===== src/rtl/jtgng_ram_rr.sv =====
// Three-way round-robin picker for jtgng_ram_arb.
// The pointer names the requester that has top priority this cycle. It moves
// to the index after the winner whenever a grant is issued.
module jtgng_ram_rr (
    input  logic       clk,
    input  logic       rst,
    input  logic       en,
    input  logic [2:0] req,
    output logic [2:0] gnt
);

    logic [1:0] ptr_q;
    logic [1:0] ptr_d;

    // Grant the first requester found when scanning upward from the pointer.
    // Pointer value 3 never occurs and is treated as 0.
    always_comb begin
        gnt = 3'b000;
        if (en) begin
            case (ptr_q)
                2'd1: begin
                    if      (req[1]) gnt = 3'b010;
                    else if (req[2]) gnt = 3'b100;
                    else if (req[0]) gnt = 3'b001;
                end
                2'd2: begin
                    if      (req[2]) gnt = 3'b100;
                    else if (req[0]) gnt = 3'b001;
                    else if (req[1]) gnt = 3'b010;
                end
                default: begin
                    if      (req[0]) gnt = 3'b001;
                    else if (req[1]) gnt = 3'b010;
                    else if (req[2]) gnt = 3'b100;
                end
            endcase
        end
    end

    // Next priority is the index just after the winner.
    always_comb begin
        ptr_d = 2'd0;
        if (gnt[0]) ptr_d = 2'd1;
        if (gnt[1]) ptr_d = 2'd2;
    end

    // Pointer register, updated only on a grant.
    always_ff @(posedge clk) begin
        if (rst) begin
            ptr_q <= 2'd0;
        end else if (|gnt) begin
            ptr_q <= ptr_d;
        end
    end

endmodule


===== src/rtl/jtgng_ram_arb.sv =====
// Single-port RAM arbiter for three requesters.
// After reset the RAM can be swept to CLR_VAL. Then grants are issued
// round-robin: a grant in cycle T drives the RAM port in T+1. A granted read
// gets its data strobe in T+2, when the RAM's registered output is valid.
module jtgng_ram_arb #(
    parameter int unsigned    DW      = 8,
    parameter int unsigned    AW      = 10,
    parameter bit             CLR_EN  = 1'b1,
    parameter logic [DW-1:0]  CLR_VAL = '0
) (
    input  logic          clk,
    input  logic          rst,
    input  logic [2:0]    req,
    input  logic [2:0]    we,
    input  logic [3*AW-1:0] addr,
    input  logic [3*DW-1:0] din,
    output logic [2:0]    ack,
    output logic [DW-1:0] dout,
    output logic [2:0]    dout_ok,
    output logic          clr_busy,
    output logic          ram_en,
    output logic          ram_we,
    output logic [AW-1:0] ram_addr,
    output logic [DW-1:0] ram_din,
    input  logic [DW-1:0] ram_q
);

    typedef enum logic {
        StClear = 1'b0,
        StArb   = 1'b1
    } state_t;

    localparam logic [AW-1:0] LastAddr = {AW{1'b1}};

    state_t        state_q, state_d;
    logic [AW-1:0] clr_cnt_q, clr_cnt_d;

    logic          in_clear;
    logic          arb_en;

    logic [AW-1:0] sel_addr;
    logic [DW-1:0] sel_din;
    logic          sel_we;

    // Access pipeline: stage 1 drives the RAM, stage 2 flags valid read data.
    logic          en_q;
    logic          we_q;
    logic [AW-1:0] addr_q;
    logic [DW-1:0] din_q;
    logic [2:0]    rd_q;
    logic [2:0]    ok_q;

    // Reset is folded in combinationally so outputs are quiet for every cycle
    // rst is high, including the first one.
    assign in_clear = (state_q == StClear) && !rst;
    assign arb_en   = (state_q == StArb) && !rst;

    jtgng_ram_rr u_rr (
        .clk (clk),
        .rst (rst),
        .en  (arb_en),
        .req (req),
        .gnt (ack)
    );

    // Sweep counter and CLEAR -> ARB transition. The counter stops on the last address.
    always_comb begin
        state_d   = state_q;
        clr_cnt_d = clr_cnt_q;
        case (state_q)
            StClear: begin
                if (clr_cnt_q == LastAddr) begin
                    state_d = StArb;
                end else begin
                    clr_cnt_d = clr_cnt_q + AW'(1);
                end
            end
            default: begin
                state_d = StArb;
            end
        endcase
    end

    // State and sweep counter registers.
    always_ff @(posedge clk) begin
        if (rst) begin
            state_q   <= CLR_EN ? StClear : StArb;
            clr_cnt_q <= '0;
        end else begin
            state_q   <= state_d;
            clr_cnt_q <= clr_cnt_d;
        end
    end

    // Select the winner's address, data and write enable (ack is one-hot).
    always_comb begin
        sel_addr = addr[AW-1:0];
        sel_din  = din[DW-1:0];
        sel_we   = 1'b0;
        for (int i = 0; i < 3; i++) begin
            if (ack[i]) begin
                sel_addr = addr[i*AW +: AW];
                sel_din  = din[i*DW +: DW];
                sel_we   = we[i];
            end
        end
    end

    // Capture the winner for the RAM cycle and track reads to their data strobe.
    always_ff @(posedge clk) begin
        if (rst) begin
            en_q   <= 1'b0;
            we_q   <= 1'b0;
            addr_q <= '0;
            din_q  <= '0;
            rd_q   <= 3'b000;
            ok_q   <= 3'b000;
        end else begin
            en_q <= |ack;
            we_q <= (|ack) && sel_we;
            if (|ack) begin
                addr_q <= sel_addr;
                din_q  <= sel_din;
            end
            rd_q <= ack & ~we;
            ok_q <= rd_q;
        end
    end

    // RAM port: the sweep owns it during CLEAR, the pipeline afterwards.
    always_comb begin
        ram_en   = 1'b0;
        ram_we   = 1'b0;
        ram_addr = '0;
        ram_din  = '0;
        if (in_clear) begin
            ram_en   = 1'b1;
            ram_we   = 1'b1;
            ram_addr = clr_cnt_q;
            ram_din  = CLR_VAL;
        end else if (!rst) begin
            ram_en   = en_q;
            ram_we   = en_q && we_q;
            ram_addr = addr_q;
            ram_din  = din_q;
        end
    end

    // Status and read-data outputs.
    always_comb begin
        dout     = ram_q;
        dout_ok  = rst ? 3'b000 : ok_q;
        clr_busy = rst ? CLR_EN : (state_q == StClear);
    end

endmodule


===== config.mk =====
export PLATFORM = sky130hd
export DESIGN_NAME = jtgng_ram_arb
export DESIGN_NICKNAME = d
export VERILOG_FILES = /design/src/rtl/jtgng_ram_rr.sv /design/src/rtl/jtgng_ram_arb.sv
export SDC_FILE = /design/constraint.sdc
export NUM_CORES = 1
export LEC_CHECK = 0
export ABC_CLOCK_PERIOD_IN_PS = 2640
export BUFFER_PORTS_ARGS = -buffer_cell sky130_fd_sc_hd__buf_2
export CAP_MARGIN = 20
export CORE_MARGIN = 2
export CORE_UTILIZATION = 46
export CTS_BUF_LIST = sky130_fd_sc_hd__clkbuf_16
export DETAILED_ROUTE_END_ITERATION = 16
export PLACE_DENSITY = 0.8
export SLEW_MARGIN = 20
export SYNTH_ARGS = -nofsm -noshare
export SYNTH_HDL_FRONTEND = slang
export SYNTH_SLANG_ARGS = --single-unit
export TNS_END_PERCENT = 10

===== constraint.sdc =====
create_clock -name clk -period 2.64 [get_ports clk]
set_input_delay 0.528 -clock clk [delete_from_list [all_inputs] [get_ports clk]]
set_output_delay 0.528 -clock clk [all_outputs]
set_load 0.005 [all_outputs]

==> impl_summary.txt <==
----------------------------------------------------
[Synthesis]
  FF+latch count, synth ... 39
  Synth async-reset ratio ... 0
  Dominant combinational cell family by area after synthesis ... simple AND/OR/NAND/NOR gates
  Leading register cell type out of synthesis ... dfxtp_1
  Post-synthesis cell type with the largest combined area ... dfxtp_1
  Synth top area share ... 0.339
  Sequential cell area fraction in the yosys report ... 0.339
  Arithmetic-cell share of the synthesized area counting full adders, half adders and majority gates ... 0.0163
  Total nets after synthesis ... 332
  Number of flops mapped to enable cells by yosys ... 0
  Share of synthesized area spent on multiplexers ... 0.127
  Cell types with the largest area share after synthesis ... dfxtp_1 (34%), mux2i_1 (12%), o221ai_2 (5.9%)
  Compound-gate portion of the synthesized area ... 0.194
  Mapped cell area ... 2300 sq um
  Post-synthesis share of cell area spent on and, or, nand and nor gates ... 0.232
  Count of cell types in the netlist ... 46
  Average size of a mapped cell ... 8.89 sq um
  Synthesized-area fraction occupied by xor and xnor cells ... 0.00761
  Number of instances in the synthesized netlist ... 259
  Total number of yosys warnings ... 0

[Clock tree]
  Clock tree buffer depth ... 2
  Number of setup buffers added after CTS ... 0
  Clock tree from TritonCTS ... built
  Latest clock arrival within the worst-skew pair ... 280 ps
  Count of clock tree sinks ... 39
  Number of buffers added to fix hold violations after cts ... 0
  H-tree level count ... 2
  Clock transition at the register clock pins on the worst setup and hold paths after CTS ... 60 ps
  Number of instances resized during post-cts repair ... 0
  Clock buffers created by TritonCTS ... 5
  Clock Root Buffer ... clkbuf_16

[Cells and area]
  Syn-to-layout area delta ... 23.9%
  Final Core Density ... 0.596
  Fraction of layout cells with a size suffix above 1 ... 0.367
  Number of diodes added for antenna fixing ... 0
  Commonest non-fill, non-tap cell in the layout ... buf_2
  Commonest cells after routing, fill and taps aside ... buf_2 (88), dfxtp_1 (39), mux2i_1 (28)
  Total number of nets in the final design ... 408
  Filler-free cell count of the finished design ... 402

[Critical path]
  Buffering stage count on the worst path with inverters included ... 3
  Critical-path cell with the highest stage delay ... ha_1
  CP peak stage delay ... 370 ps
  Data arrival time of the worst path ... 1940 ps
  Crit Path Class ... flop to output port
  Category of the worst setup path launch point ... flop
  CP top delay family ... adder cells
  CP Max Fanout ... 7
  Critical Path, Cell by Cell ... inv_1, ha_1, or2_2, o2111ai_2, inv_2, buf_2
  Required time of the critical path ... 2110 ps
  Sort of element at the end of the critical path ... output port
  Slack of the worst reg-to-reg path ... 350 ps

[Die]
  Die span in x ... 74.7 um
  Die area ... 5590 sq um
  I/O pin count ... 105
  Die span in y ... 74.7 um
  Row Count ... 25
  Area of the placeable core ... 4790 sq um
  Starting Density ... 0.481

[Route]
  ANT nets after route ... 0
  Total routed wirelength ... 5450 um
  First-pass iteration count of the detailed router ... 4
  Count of routing violations after the opening detailed-route iteration ... 100
  WL met3 ... 235 um
  Total DRC errors in the routed layout ... 0
  Met2 WL ... 2680 um
  Via-per-instance ratio ... 5.24
  Routed wire per std cell ... 13.6 um
  Via Count ... 2108
  Top routing layer used ... met4
  Met1 layer wirelength in the final routing ... 2430 um

[STA]
  Setup repair after global routing missed its margin ... no
  Transition time at the pin with the least slew margin ... 679 ps
  Max-slew headroom ... 0.545
  Final slew viol count ... 0
  Shortest period the worst path allows ... 2470 ps
  Worst Clk Skew ... 3.17 ps
  Total negative setup slack ... 0 ps
  Total count of hold-check failures in the final report ... 0
  Fin crit share ... 0.936
  Fmax achieved ... 405 MHz
  # setup viols final ... 0

[Global routing]
  Antenna violations before repair ... 0
  First-pass GRT wire length ... 8770 um
  Largest net degree at the start of global routing ... 32
  Congestion Overflow GR ... 0
  Overall routing resource usage ... 0.207
  Number of global-route vias before repair ... 1909

[Outcome]
  Outcome ... completed

[Placed design]
  Routability cong. ... 0.808
  Cell Count Post-Placement ... 395
  # port buffers ... 88
  HPWL after DPL ... 4150 um

[Power and ir drop]
  Maximum resistive drop on vdd ... 0.297 mV
  Power Density ... 442 nW/um^2
  Leakage power total ... 1.30 nW

[Worst hold path]
  Worst Hold Class ... primary input to flop

[Job]
  Max capacitance violation total ... 0

----------------------------------------------------
sequential cells by signal, indices dropped and copies added, names as in the netlist:
name	count
en_q	1
u_rr.ptr_q	2
din_q	8
state_q	1
addr_q	10
ok_q	3
rd_q	3
we_q	1
clr_cnt_q	10
routing by layer:
layer,up-vias,track usage
li1,1074,-
met1,958,0.268
met2,65,0.341
met3,11,0.0415
met4,0,0.0813
met5,-,0
worst register-to-register path: cells and delay by family, from the launching register on:
kind / cells / cell delay [ps]
AO/OA/AOI/OAI: 3 / 1060
adder cells (fa/ha/maj): 1 / 370
buffers and inverters: 2 / 180
flip-flops: 1 / 350
AND/OR/NAND/NOR: 1 / 190
metrics by stage:
step           total power, mW  area, sq um  worst slack, ps  hold WS (ps)
2_1_floorplan            0.662         2300              564           414
3_3_place_gp             0.712         2720              449           426
3_5_place_dp             0.715         2720              370           424
4_1_cts                   1.27         2850              174           414
5_1_grt                   1.31         2850             61.6           430
6_report                  1.26         2850              168           421
report_power, final:
| group | switching [mW] | internal (mW) |
|---|---|---|
| registers | 0.00506 | 0.593 |
| logic | 0.0518 | 0.0528 |
| clock network | 0.220 | 0.339 |
cell type report:
class	instances	area, sq um
Fill cell	412	1930
Multi-Input combinational cell	185	1330
Sequential cell	39	781
Timing Repair Buffer	95	493
Clock buffer	5	125
Tap cell	67	83.8
Inverter	9	33.8
Clock inverter	2	8.76
cell usage after synthesis, drive strengths merged, types with 3 or more instances:
cell / n
o221ai: 18
nand3: 23
or4: 3
nor2: 20
buf: 18
mux2i: 28
dfxtp: 39
a21oi: 10
and2: 9
ha: 3
nor2b: 13
inv: 9
clkbuf: 8
or2: 3
o311ai: 3
nor3: 3
o31ai: 3
nand2: 24
o21ai: 3
worst paths after layout:
check                                           startpoint                     to  depth (start not counted)
worst max-delay path            u_rr.ptr_q[0]$_SDFFE_PP0P_                 ack[2]                          6
worst min register to register          rd_q[1]$_SDFF_PP0_     ok_q[1]$_SDFF_PP0_                          1
worst min-delay path                                 we[2]     rd_q[2]$_SDFF_PP0_                          2
worst max register to register  u_rr.ptr_q[0]$_SDFFE_PP0P_  din_q[2]$_SDFFE_PP0P_                          7
logic make-up after synthesis:
group / after synthesis
and+or+nand+nor: 106
AOI/OAI and AO/OA: 45
DFF: 39
buffers and inverters: 35
muxes: 29
adders and majority gates: 3
xor gates and xnor gates: 2
No activity file was read; power rests on OpenSTA's default activity.
